File: config.mk
export PLATFORM = sky130hd
export DESIGN_NAME = pipe_hazard_ctrl
export DESIGN_NICKNAME = d
export VERILOG_FILES = /design/src/rtl/pipe_hazard_ctrl.sv
export SDC_FILE = /design/constraint.sdc
export NUM_CORES = 1
export LEC_CHECK = 0
export CAP_MARGIN = 5
export CELL_PAD_IN_SITES_DETAIL_PLACEMENT = 0
export CELL_PAD_IN_SITES_GLOBAL_PLACEMENT = 1
export CORE_MARGIN = 8
export CORE_UTILIZATION = 30
export DETAILED_ROUTE_END_ITERATION = 16
export PLACE_DENSITY = 0.77
export SLEW_MARGIN = 20
export SYNTH_ARGS = -nofsm -noshare
export SYNTH_HDL_FRONTEND = slang
export SYNTH_SLANG_ARGS = --single-unit
export TNS_END_PERCENT = 100
File: constraint.sdc
create_clock -name clk -period 3.45 [get_ports clk]
set_clock_uncertainty 0.2 [all_clocks]
set_input_delay 0.5175 -clock clk [delete_from_list [all_inputs] [get_ports clk]]
set_output_delay 0.5175 -clock clk [all_outputs]
set_load 0.01 [all_outputs]
File: src/rtl/pipe_hazard_ctrl.sv
// Stall/flush sequencer for the 5-stage pipeline: per-stage hold/bubble controls,
// divide and post-redirect fetch-drop FSM, and a saturating stall-cycle counter.
module pipe_hazard_ctrl #(
   parameter int unsigned DIV_CYCLES = 32,
   parameter int unsigned CNT_W      = 6
) (
   input  logic        clk,
   input  logic        rset,
   input  logic [4:0]  id_rs,
   input  logic [4:0]  id_rt,
   input  logic        id_uses_rs,
   input  logic        id_uses_rt,
   input  logic        ex_mem_read,
   input  logic [4:0]  ex_regW,
   input  logic        div_start,
   input  logic        mem_wait,
   input  logic        inst_wait,
   input  logic        exc_valid,
   output logic        pc_en,
   output logic        if_id_en,
   output logic        id_ex_en,
   output logic        ex_mem_en,
   output logic        mem_wb_en,
   output logic        if_id_flush,
   output logic        id_ex_flush,
   output logic        ex_mem_flush,
   output logic        mem_wb_flush,
   output logic        div_busy,
   output logic        div_done,
   output logic [31:0] stall_cycles
);

   typedef enum logic [1:0] {StRun, StDiv, StDrop} state_e;

   localparam logic [CNT_W-1:0] DivLoad = CNT_W'(DIV_CYCLES - 1);

   state_e           r_state, w_state_nxt;
   logic [CNT_W-1:0] r_cnt, w_cnt_nxt;
   logic [31:0]      r_stall;
   logic             w_load_use;

   assign w_load_use = (r_state == StRun) && ex_mem_read && (ex_regW != 5'd0) &&
                       ((id_uses_rs && (id_rs == ex_regW)) ||
                        (id_uses_rt && (id_rt == ex_regW)));

   assign div_busy     = (r_state == StDiv) && !rset;
   assign stall_cycles = r_stall;

   always_comb begin
      w_state_nxt  = r_state;
      w_cnt_nxt    = r_cnt;
      pc_en        = 1'b1;
      if_id_en     = 1'b1;
      id_ex_en     = 1'b1;
      ex_mem_en    = 1'b1;
      mem_wb_en    = 1'b1;
      if_id_flush  = 1'b0;
      id_ex_flush  = 1'b0;
      ex_mem_flush = 1'b0;
      mem_wb_flush = 1'b0;
      div_done     = 1'b0;
      if (rset) begin
         pc_en        = 1'b0;
         if_id_en     = 1'b0;
         id_ex_en     = 1'b0;
         ex_mem_en    = 1'b0;
         mem_wb_en    = 1'b0;
         if_id_flush  = 1'b1;
         id_ex_flush  = 1'b1;
         ex_mem_flush = 1'b1;
         mem_wb_flush = 1'b1;
         w_state_nxt  = StRun;
         w_cnt_nxt    = '0;
      end else if (exc_valid) begin
         // Redirect: PC takes the vector, every in-flight instruction is squashed.
         if_id_flush  = 1'b1;
         id_ex_flush  = 1'b1;
         ex_mem_flush = 1'b1;
         mem_wb_flush = 1'b1;
         w_cnt_nxt    = '0;
         w_state_nxt  = inst_wait ? StDrop : StRun;
      end else if (mem_wait) begin
         pc_en        = 1'b0;
         if_id_en     = 1'b0;
         id_ex_en     = 1'b0;
         ex_mem_en    = 1'b0;
         mem_wb_flush = 1'b1;
      end else if (r_state == StDiv) begin
         if (r_cnt == '0) begin
            div_done    = 1'b1;
            w_state_nxt = StRun;
         end else begin
            pc_en        = 1'b0;
            if_id_en     = 1'b0;
            id_ex_en     = 1'b0;
            ex_mem_en    = 1'b0;
            ex_mem_flush = 1'b1;
            w_cnt_nxt    = r_cnt - 1'b1;
         end
      end else if ((r_state == StRun) && div_start) begin
         pc_en        = 1'b0;
         if_id_en     = 1'b0;
         id_ex_en     = 1'b0;
         ex_mem_en    = 1'b0;
         ex_mem_flush = 1'b1;
         w_state_nxt  = StDiv;
         w_cnt_nxt    = DivLoad;
      end else if (w_load_use) begin
         pc_en       = 1'b0;
         if_id_en    = 1'b0;
         id_ex_flush = 1'b1;
      end else if (r_state == StDrop) begin
         // The fetch issued before the redirect is stale; bubble it when it lands.
         pc_en       = 1'b0;
         if_id_flush = 1'b1;
         if (!inst_wait) begin
            w_state_nxt = StRun;
         end
      end else if (inst_wait) begin
         pc_en       = 1'b0;
         if_id_flush = 1'b1;
      end
   end

   always_ff @(posedge clk) begin
      if (rset) begin
         r_state <= StRun;
         r_cnt   <= '0;
         r_stall <= '0;
      end else begin
         r_state <= w_state_nxt;
         r_cnt   <= w_cnt_nxt;
         if (!pc_en && (r_stall != 32'hFFFF_FFFF)) begin
            r_stall <= r_stall + 32'd1;
         end
      end
   end

endmodule

==> results.sh <==
export IMPL_place_area_sq_um=3281
export IMPL_endpoint_kind="primary output"
export IMPL_wire_per_inst_microns=15.14
export IMPL_p_per_area_nw_per_um2=283.0
export IMPL_clock_sinks=40
export IMPL_grt_overflow=0
export IMPL_syn_inst=321
export IMPL_crit_fanout=3
export IMPL_rsz0062_at_grt="false"
export IMPL_clock_path_buffers=2
export IMPL_yosys_area_top_type="dfxtp_1"
export IMPL_vias_per_cell=5.404
export IMPL_clk_pin_slew_ps=80
export IMPL_drcViolationCount=0
export IMPL_async_reset_ff_frac=0
export IMPL_crit_start="ex_regW[2]"
export IMPL_power_mw=0.9573
export IMPL_critical_path_class="in -> out"
export IMPL_cts_tree="yes"
export IMPL_hpwl_microns=5459
export IMPL_final_max_slew_viol_count=0
export IMPL_syn_cell_area_sq_um=2497
export IMPL_die_h_microns=107.2
export IMPL_die_area_sq_um=11500
export IMPL_grt_util_all_layers=0.1278
export IMPL_setup_viol=0
export IMPL_synth_fp_nets=348
export IMPL_synth_top_area_share=0.3206
export IMPL_gp_routability_congestion=0.8414
export IMPL_max_slew_margin=0.5095
export IMPL_final_period_utilization=0.9369
export IMPL_drv_cap=0
export IMPL_start_util=0.3070
export IMPL_nets=413
export IMPL_rows=33
export IMPL_io_buffers=66
export IMPL_coreArea_sq_um=8134
export IMPL_postSynthAreaPerCell_sq_um=7.780
export IMPL_h_tree_depth=2
export IMPL_cts_hold_buf=0
export IMPL_yosysMostFrequentCell="dfxtp_1"
export IMPL_synth_seq_cells=40
export IMPL_timing_rr_start="stall_cycles[0]"
export IMPL_ys_warnings_count=0
export IMPL_cts_buffers=5
export IMPL_final_cells=492
export IMPL_hold_viol_final=0
export IMPL_outcome="complete, no violations"
export IMPL_drive_gt1_frac=0.08010
export IMPL_hp_class="reg -> reg"
export IMPL_num_antenna_cells=0
export IMPL_grt_pass1_vias=2495
export IMPL_first_pass_iters=4
export IMPL_cts_root_buf="clkbuf_8"
export IMPL_grt_pass1_wl_microns=12310
export IMPL_yosys_top_cells_count="dfxtp_1 (40), a21oi_1 (35), nand2_1 (26), nor2_1 (24), or3_1 (17)"
export IMPL_drt_initial_drc_count=102
export IMPL_placed_cells=484
export IMPL_worstMarginPinSlew_ps=729.0
export IMPL_ys_seq_area_frac=0.3206
export IMPL_pin_count=67
export IMPL_critPathLaunchType="input port"
export IMPL_crit_arrival_ps=2510
export IMPL_synth_area_leaders="dfxtp_1 (32%), a21oi_1 (7.0%), or3_1 (4.3%)"
export IMPL_drt_wl_total_microns=7450
export IMPL_antenna_found_initial=0
export IMPL_timing_fmax_mhz=309.4
export IMPL_die_w_microns=107.2
export IMPL_vias=2659
export IMPL_grt_start_max_net_pins=48
export IMPL_ys_types=49
export IMPL_worstHoldStart="stall_cycles[18]"
export IMPL_synth_ff_type="dfxtp_1"
export IMPL_worstPathRequired_ps=2730
export IMPL_fin_area_sq_um=3382
export IMPL_final_core_util=0.4158
export IMPL_drtAntennaViolNets=0
export IMPL_period_minus_slack_ps=3232
export IMPL_area_growth_pct=35.42
export IMPL_irDropWorstVdd_uv=120.6
export IMPL_tns_ps=0
export IMPL_synth_edf_count=0
export IMPL_p_leak_nw=1.086
export IMPL_clkLatencyLatePin_ps=290
-- worst paths after layout --
path	end	slack, ps	cells after the start
setup / recovery	id_ex_flush	220	8
hold / removal	stall_cycles[18]	300	2
setup reg to reg	stall_cycles[17]	610	8
hold reg to reg	stall_cycles[18]	300	2
-- layer usage --
layer  global-route usage  vias up  part of all wire
met5                    0        -                 0
met2               0.2101       65              0.46
met3              0.03119        4             0.051
li1                     -     1332                 -
met1               0.1629     1258              0.48
met4              0.03216        0            0.0081
-- power by group --
group | internal (mW) | switching, mW
Clock | 0.164 | 0.166
Sequential | 0.467 | 0.00766
Combinational | 0.0759 | 0.0777
Total | 0.706 | 0.251
-- kinds of logic after synthesis --
kind of cell    Yosys count  synth area share
flops                    40            0.3206
buf+inv                  25           0.04810
fa+ha+maj                 3           0.01503
compound gates           83            0.2049
simple gates            155            0.3537
mux                       5           0.02254
xor+xnor                 10           0.03507
-- cell usage in the layout, fill, tap and decap left out, types with 4 or more instances in the layout --
cell / count
clkdlybuf4s50_1: 63
a311oi_1: 5
mux2_1: 5
buf_4: 11
dfxtp_1: 40
nand4_1: 11
clkbuf_8: 6
nand3_1: 13
or4_1: 13
nor3_1: 10
nor2_1: 24
xnor2_1: 10
nor2b_1: 6
o31ai_1: 11
o21ai_0: 15
and4_1: 4
inv_1: 6
nor4_1: 4
a21oi_1: 35
and3_1: 4
nand2b_1: 6
nand2_1: 26
or3_1: 17
-- flip-flops by register name (all words and copies together) (netlist names) --
register,cells
r_state,2
r_cnt,6
stall_cycles,32
-- what timing repair did --
action	4_1_cts	5_1_grt
setup endpoints to repair	1	3
resized for setup	1	3
pin swaps	0	0
endpoints found under the hold margin	0	0
setup buffers	0	0
-- metrics by stage --
stage / worst slack (ps) / hold slack [ps]
after detailed placement: 4.375 / 278.7
after global placement: 28.03 / 267.6
final: 217.6 / 295.9
after global routing: 114.2 / 323.7
after CTS: 17.69 / 295.2
after floorplan: 626.0 / 249.7
-- area by class of cell --
cell class              count  area (sq um)
clock buffers               8         90.09
well taps                 105         131.4
multi-input cells         256          1587
repair buffers             77         750.7
fillers                   820          4752
flip-flops and latches     40         800.8
inverters                   6         22.52
-- critical path: stages --
cell and delay, ps:
clkdlybuf4s50_1 460, or4_4 540, o211ai_2 170, buf_4 140
inv_1 40, nand2_1 90, o21bai_1 70, clkdlybuf4s50_1 480
Note: power is estimated with default switching activity, not from simulation.
